## config.mk

```make
export PLATFORM = sky130hd
export DESIGN_NAME = clas_flag_stage
export DESIGN_NICKNAME = d
export VERILOG_FILES = /design/src/rtl/clas_flag_stage.sv
export SDC_FILE = /design/constraint.sdc
export NUM_CORES = 1
export LEC_CHECK = 0
export CORE_ASPECT_RATIO = 0.7
export CORE_UTILIZATION = 48
export DETAILED_ROUTE_END_ITERATION = 10
export DONT_BUFFER_PORTS = 1
export PLACE_DENSITY_LB_ADDON = 0.2
export SLEW_MARGIN = 20
export SYNTH_ARGS = -nofsm -noshare
export SYNTH_HDL_FRONTEND = slang
export SYNTH_SLANG_ARGS = --single-unit
export TNS_END_PERCENT = 1
```

## constraint.sdc

```tcl
create_clock -name clk -period 6.5 [get_ports clk]
set_input_delay 1.3 -clock clk [delete_from_list [all_inputs] [get_ports clk]]
set_output_delay 1.3 -clock clk [all_outputs]
set_load 0.005 [all_outputs]
```

## src/rtl/clas_flag_stage.sv

```systemverilog
// Flag-computation stage for an 8-bit add/sub unit: computes C/Z/N/V at acceptance,
// buffers results in a 2-entry FIFO and keeps saturating operation/overflow counters.
module clas_flag_stage #(
  parameter int unsigned DEPTH = 2
) (
  input  logic       clk,
  input  logic       rst,
  input  logic       in_valid,
  output logic       in_ready,
  input  logic       in_sel,
  input  logic [7:0] in_result,
  input  logic       in_c_out,
  input  logic       in_a_msb,
  input  logic       in_b_msb,
  output logic       out_valid,
  input  logic       out_ready,
  output logic [7:0] out_result,
  output logic       out_sel,
  output logic       out_c,
  output logic       out_z,
  output logic       out_n,
  output logic       out_v,
  output logic [7:0] op_count,
  output logic [7:0] ovf_count
);

  localparam logic [1:0] Full = 2'(DEPTH);

  logic [7:0] res_q [DEPTH];
  logic       sel_q [DEPTH];
  logic       c_q   [DEPTH];
  logic       z_q   [DEPTH];
  logic       n_q   [DEPTH];
  logic       v_q   [DEPTH];

  logic       wr_ptr_q, wr_ptr_d;
  logic       rd_ptr_q, rd_ptr_d;
  logic [1:0] occ_q, occ_d;
  logic [7:0] op_cnt_q, op_cnt_d;
  logic [7:0] ovf_cnt_q, ovf_cnt_d;

  logic push, pop;
  logic flag_c, flag_z, flag_n, flag_v;

  // Handshake signals depend on registered occupancy only.
  assign in_ready  = (occ_q < Full);
  assign out_valid = (occ_q != 2'd0);
  assign push      = in_valid && in_ready;
  assign pop       = out_valid && out_ready;

  always_comb begin
    flag_c = in_c_out;
    flag_z = (in_result == 8'h00);
    flag_n = in_result[7];
    // Subtract overflows when operand signs differ; add when they match.
    if (in_sel) begin
      flag_v = (in_a_msb != in_b_msb) && (in_result[7] != in_a_msb);
    end else begin
      flag_v = (in_a_msb == in_b_msb) && (in_result[7] != in_a_msb);
    end
  end

  always_comb begin
    wr_ptr_d  = wr_ptr_q;
    rd_ptr_d  = rd_ptr_q;
    occ_d     = occ_q;
    op_cnt_d  = op_cnt_q;
    ovf_cnt_d = ovf_cnt_q;
    if (push) begin
      wr_ptr_d = ~wr_ptr_q;
      if (op_cnt_q != 8'hFF) begin
        op_cnt_d = op_cnt_q + 8'd1;
      end
      if (flag_v && (ovf_cnt_q != 8'hFF)) begin
        ovf_cnt_d = ovf_cnt_q + 8'd1;
      end
    end
    if (pop) begin
      rd_ptr_d = ~rd_ptr_q;
    end
    case ({push, pop})
      2'b10:   occ_d = occ_q + 2'd1;
      2'b01:   occ_d = occ_q - 2'd1;
      default: occ_d = occ_q;
    endcase
  end

  always_ff @(posedge clk) begin
    if (rst) begin
      wr_ptr_q  <= 1'b0;
      rd_ptr_q  <= 1'b0;
      occ_q     <= 2'd0;
      op_cnt_q  <= 8'h00;
      ovf_cnt_q <= 8'h00;
    end else begin
      wr_ptr_q  <= wr_ptr_d;
      rd_ptr_q  <= rd_ptr_d;
      occ_q     <= occ_d;
      op_cnt_q  <= op_cnt_d;
      ovf_cnt_q <= ovf_cnt_d;
    end
  end

  // Payload storage needs no reset; validity is tracked by occupancy.
  always_ff @(posedge clk) begin
    if (!rst && push) begin
      res_q[wr_ptr_q] <= in_result;
      sel_q[wr_ptr_q] <= in_sel;
      c_q[wr_ptr_q]   <= flag_c;
      z_q[wr_ptr_q]   <= flag_z;
      n_q[wr_ptr_q]   <= flag_n;
      v_q[wr_ptr_q]   <= flag_v;
    end
  end

  always_comb begin
    out_result = 8'h00;
    out_sel    = 1'b0;
    out_c      = 1'b0;
    out_z      = 1'b0;
    out_n      = 1'b0;
    out_v      = 1'b0;
    if (out_valid) begin
      out_result = res_q[rd_ptr_q];
      out_sel    = sel_q[rd_ptr_q];
      out_c      = c_q[rd_ptr_q];
      out_z      = z_q[rd_ptr_q];
      out_n      = n_q[rd_ptr_q];
      out_v      = v_q[rd_ptr_q];
    end
  end

  assign op_count  = op_cnt_q;
  assign ovf_count = ovf_cnt_q;

endmodule

```

== Word level (Yosys, flattened, before mapping) ==
Memories as Yosys holds them, arrays and structs flattened. A register that Yosys moved wholly into a read port is not among the register bits.
Cells that the tools add are included.
Operators by class
  reduce and logical (&&, ||, !) cells: 12
  bitwise logic cells: 2
  equality and inequality tests: 7
  add/subtract/negate cells: 4
  order comparisons: 1
  multiplexer cells: 22
Operator list (number)
  $mux 1: 20
  $add 8x1->8 const B: 2
  $ne 8x8->1 const B: 2
  $logic_not 8->1: 1
  $mux 8: 1
  $logic_and 1x1->1: 6
  $pmux 2 s2: 1
  $reduce_and 2->1: 2
  $reduce_bool 2->1: 2
  $add 2x1->2 const B: 1
  $eq 2x1->1 const B: 1
  $eq 2x2->1 const B: 1
  $lt 2x2->1 const B: 1
  $ne 1x1->1: 2
  $not 1->1: 2
  $sub 2x1->2 const B: 1
  $eq 1x1->1: 1
  $logic_not 1->1: 1
Word-level totals
  output and inout bits: 31
  word-level logic and storage cells: 59
  register bits: 20
  memories: 6
  input port bits: 16
  RAM bits: 26
Memories
  res_q: depth 2, bits a word 8, read ports 1, clocked after memory_dff 1, wr ports 1, RTL line 29  | logic [7:0] res_q [DEPTH];
  c_q: depth 2, bits a word 1, read ports 1, clocked after memory_dff 1, wr ports 1, RTL line 31  | logic c_q [DEPTH];
  n_q: depth 2, bits a word 1, read ports 1, clocked after memory_dff 1, wr ports 1, RTL line 33  | logic n_q [DEPTH];
  sel_q: depth 2, bits a word 1, read ports 1, clocked after memory_dff 1, wr ports 1, RTL line 30  | logic sel_q [DEPTH];
  v_q: depth 2, bits a word 1, read ports 1, clocked after memory_dff 1, wr ports 1, RTL line 34  | logic v_q [DEPTH];
  z_q: depth 2, bits a word 1, read ports 1, clocked after memory_dff 1, wr ports 1, RTL line 32  | logic z_q [DEPTH];

== Depth between registers and ports, before layout ==
  depth after elaboration: 5
  gate-level depth with buffers: 6
  depth with buffers taken out: 6

== Least setup slack after synthesis ==
Ideal clock, no wire load.
  kind: input-to-reg
  start point: input rst
  end point: memory c_q[1], enable pin
  path buffers: 2
  arrival: 2.647 ns
  slack: 3.454 ns
  cell stages on the path: 3
  data required time: 6.101 ns
  setup time: 0.399 ns
  path through: clkbuf_1 > clkbuf_1 > nor3b_1
On the way
  longest elaborated chain between the ends: 4
Ends and longest elaborated chain
  start, declared: RTL line 7  | input logic rst,
  $logic_not 1->1: RTL line 106  | if (!rst && push) begin
  $logic_and 1x1->1: RTL line 106
  $mux 1: RTL line 106
  $mux 1 (implied by the code): RTL line 109  | c_q[wr_ptr_q] <= flag_c;
  end, declared: RTL line 31
No other way between the ends.

== Final worst setup path ==
  start point: register occ_q[1]
  end point: output out_result[7]
On the way
  longest elaborated chain between the ends: 2
Ends and longest elaborated chain
  start, declared: RTL line 38  | logic [1:0] occ_q, occ_d;
  start signal, assigned: RTL line 92  | occ_q <= 2'd0;
  start signal, assigned: RTL line 98  | occ_q <= occ_d;
  $reduce_bool 2->1: RTL line 47  | assign out_valid = (occ_q != 2'd0);
  $mux 8: RTL line 123  | if (out_valid) begin
  end, declared: RTL line 17  | output logic [7:0] out_result,
No other way between the ends.

==> flow_summary_export.csv <==
group,metric,value,unit
critical_path,r2r.worst_path.cells,5,
timing,rsz0062_at_grt,"no",
power_and_ir_drop,power_frac_comb,22.3,%
hold_path,min_to,"rd_ptr_q$_SDFFE_PP0P_",
cells_and_area,nets,193,
timing,holdWs,0.521,ns
critical_path,r2r_slack,4.20,ns
job,maxCapViolations,0,
place,numPortBuffers,0,
timing,maxSlewViolCount,0,
critical_path,cp_slowest_stage_delay,0.74,ns
floorplan,rows,19,
power_and_ir_drop,p_sw_share,31.1,%
timing,relSlewSlack,35.4,%
routing,firstDrtPassIters,4,
routing,ant_nets,0,
power_and_ir_drop,internal-power,472,uW
power_and_ir_drop,p_total,685,uW
cells_and_area,final_util,53.7,%
cts,cts_tree,"done",
critical_path,end_kind,"output port",
synthesis,synthTopCellsByArea,"edfxtp_1 36%, dfxtp_1 21%, mux2i_1 6.5%",
power_and_ir_drop,peakVddDrop,147,uV
routing,drc,0,
synthesis,synth_flop_cell,"edfxtp_1",
cts,clockBufferDepth,2,
cts,clk_pin_slew_worst_paths,0.08,ns
critical_path,r2r_end,"occ_q[1]$_SDFFE_PP0P_",
cells_and_area,num_antenna_cells,0,
synthesis,synth_edf_count,24,
place,gp_congestion,0.827,
cells_and_area,seq_area,1140,um^2
routing,vias_per_cell,5.84,
cells_and_area,final_cells,227,
synthesis,syn_nets,193,
synthesis,synth_seq_area_share,57.0,%
grt,grt_max_degree,27,
place,dp_slack,3.71,ns
critical_path,cp_cell_sequence,"nor2_1 > nor2_1",
cts,clkSinkCount,45,
timing,finClkSkew,0.00886,ns
cts,insertion_delay,0.29,ns
cts,cts_buffers,5,
place,placed_cells,219,
power_and_ir_drop,pwr-share-seq,53.8,%
critical_path,crit_family,"simple AND/OR/NAND/NOR gates",
synthesis,syn_area,2000,um^2
grt,grt-ovfl-total,0,
timing,worstMarginPinSlew,0.965,ns
cts,root_buffer,"clkbuf_8",
timing,tns,0,ns
floorplan,die_x,79.2,um
cells_and_area,multi_input_area,795,um^2
cells_and_area,syn2layout_area_growth,5.88,%
critical_path,arrival,1.63,ns
hold_path,hold_start,"rd_ptr_q$_SDFFE_PP0P_",
routing,num_vias,1326,
status,outcome,"finished, final reports clean",
cells_and_area,drive_gt1_share,8.57,%
floorplan,die_h,56.0,um
synthesis,postSynthCellCount,174,
cts,cts_setup_buffers,0,
synthesis,ys_warn_count,0,
cells_and_area,fin_area,2120,um^2
critical_path,cp_num_buf_inv,0,
timing,final-setup-viol-count,0,
hold_path,min_path_cells,2,
power_and_ir_drop,power_switching,213,uW
grt,antenna_found_initial,0,
synthesis,ys_types,40,
critical_path,start_kind,"flip-flop",
critical_path,required,5.20,ns
timing,period_needed,2.93,ns
timing,post-route-period-util,45.0,%
cts,postCtsHoldBufs,0,
timing,hold_viol_final,0,
grt,grt_pass1_vias,1241,
floorplan,io-pin-count,47,
floorplan,initial_utilization,50.7,%
timing,layout_setup_ws,3.57,ns
hold_path,worstHoldPathType,"flip-flop to flip-flop",
grt,grt_util_all_layers,17.9,%
critical_path,slowest_stage,"nor2_1",
grt,grt_pass1_wl,5.98,mm
timing,timing.fmax,342,MHz
power_and_ir_drop,p_leak,0.698,nW
cts,h-tree-depth,2,
synthesis,yosysTopAreaCellShare,36.0,%
synthesis,synth.most_common_cell,"nor2_1",
synthesis,avgSynthCellArea,11.5,um^2
cts,cts_resized,0,
place,place_area,2030,um^2
routing,drtIter0Drc,131,
place,dpl.hpwl,2.60,mm
critical_path,crit_top_cell,"nor2_1",
synthesis,ys_ff_latch,45,
floorplan,dieArea,4430,um^2
synthesis,yosysTopAreaCell,"edfxtp_1",
critical_path,reg2reg_from,"occ_q[1]$_SDFFE_PP0P_",
synthesis,synthTopCellsByCount,"27 x nor2_1, 24 x edfxtp_1, 21 x dfxtp_1",
floorplan,core_area,3950,um^2
critical_path,path_class,"flip-flop to output port",
power_and_ir_drop,power.density,323,nW/um^2
cells_and_area,fill_cells,371,
power_and_ir_drop,power_frac_clock,23.9,%
synthesis,async_reset_ff_share,0,%
routing,wl_per_cell,16.3,um
routing,wirelength,3.71,mm
critical_path,crit_fanout,14,
-- sequential cells by signal, indices dropped and copies added (netlist names), named ones only --
register   flops
c_q            2
n_q            2
occ_q          2
op_count       8
ovf_count      8
rd_ptr_q       1
res_q         14
sel_q          2
v_q            2
wr_ptr_q       1
z_q            2
-- routing by layer --
| metal | vias to the layer above | GRT usage [%] | share of wire [%] |
|---|---|---|---|
| li1 | 632 | - | - |
| met1 | 646 | 23.4 | 46 |
| met2 | 43 | 27.1 | 46 |
| met3 | 5 | 7.05 | 7.5 |
| met4 | 0 | 5.97 | 0.84 |
| met5 | - | 0 | 0 |
-- cell families (layout without fill, tap and decap cells) --
family,Yosys count,after routing,share of synthesized area [%]
xor gates and xnor gates,9,9,3.94
AOI/OAI and AO/OA,25,25,8.19
muxes,16,16,8.38
buffers and inverters,15,16,3.50
DFF,45,45,57.0
adders and majority gates,3,3,1.88
and+or+nand+nor,61,61,17.1
-- cell usage in the layout (no fill, tap or decap) --
cell type    n
a21oi_1      9
a311oi_1     2
a31o_2       1
a31oi_1      1
a41o_1       1
and2_1       1
and4_1       2
and4b_1      1
buf_4        1
clkbuf_1     2
clkbuf_8     5
clkinvlp_4   1
dfxtp_1     21
edfxtp_1    24
ha_1         3
inv_1        6
inv_2        1
mux2_2       2
mux2_4       1
mux2i_1     13
nand2_1      3
nand2b_1     3
nand3_1      4
nand4_1      2
nor2_1      27
nor2b_1      2
nor2b_4      1
nor3_1       2
nor3b_2      1
nor4_4       1
o2111ai_1    1
o211ai_1     1
o21a_1       1
o21ai_0      3
o31ai_1      5
or3_1        4
or3b_1       1
or4_1        6
xnor2_1      5
xor2_1       4
-- area by class of cell --
class	count	area share (%)
clock inverter	1	0.354
multi-input combinational	114	37.5
tap	52	3.07
timing repair buffer	1	0.354
clock buffer	7	3.60
sequential	45	53.9
inverter	7	1.24
-- how the worst max path moves through the flow --
stage	depth (start not counted)	end	startpoint
final	2	out_result[7]	occ_q[1]$_SDFFE_PP0P_
after global routing	2	out_v	occ_q[1]$_SDFFE_PP0P_
after CTS	2	out_n	occ_q[1]$_SDFFE_PP0P_
after detailed placement	3	res_q[1][4]$_DFFE_PP_	in_valid
after global placement	3	res_q[1][4]$_DFFE_PP_	in_valid
after floorplan	3	c_q[1]$_DFFE_PP_	rst
-- tightest hold or removal path, stage by stage, from the launching register on --
cell and delay [ns]:
dfxtp_1 0.33, xnor2_1 0.08, nor2_1 0.07
-- power by group through the flow --
stage	Clock, mW	Sequential (mW)	Combinational, mW
global route	0.181	0.374	0.171
floorplan	0	0.358	0.144
CTS	0.169	0.369	0.156
detailed placement	0	0.375	0.155
global placement	0	0.374	0.148
finish	0.164	0.368	0.153
Note: power is estimated with default switching activity, not from simulation.
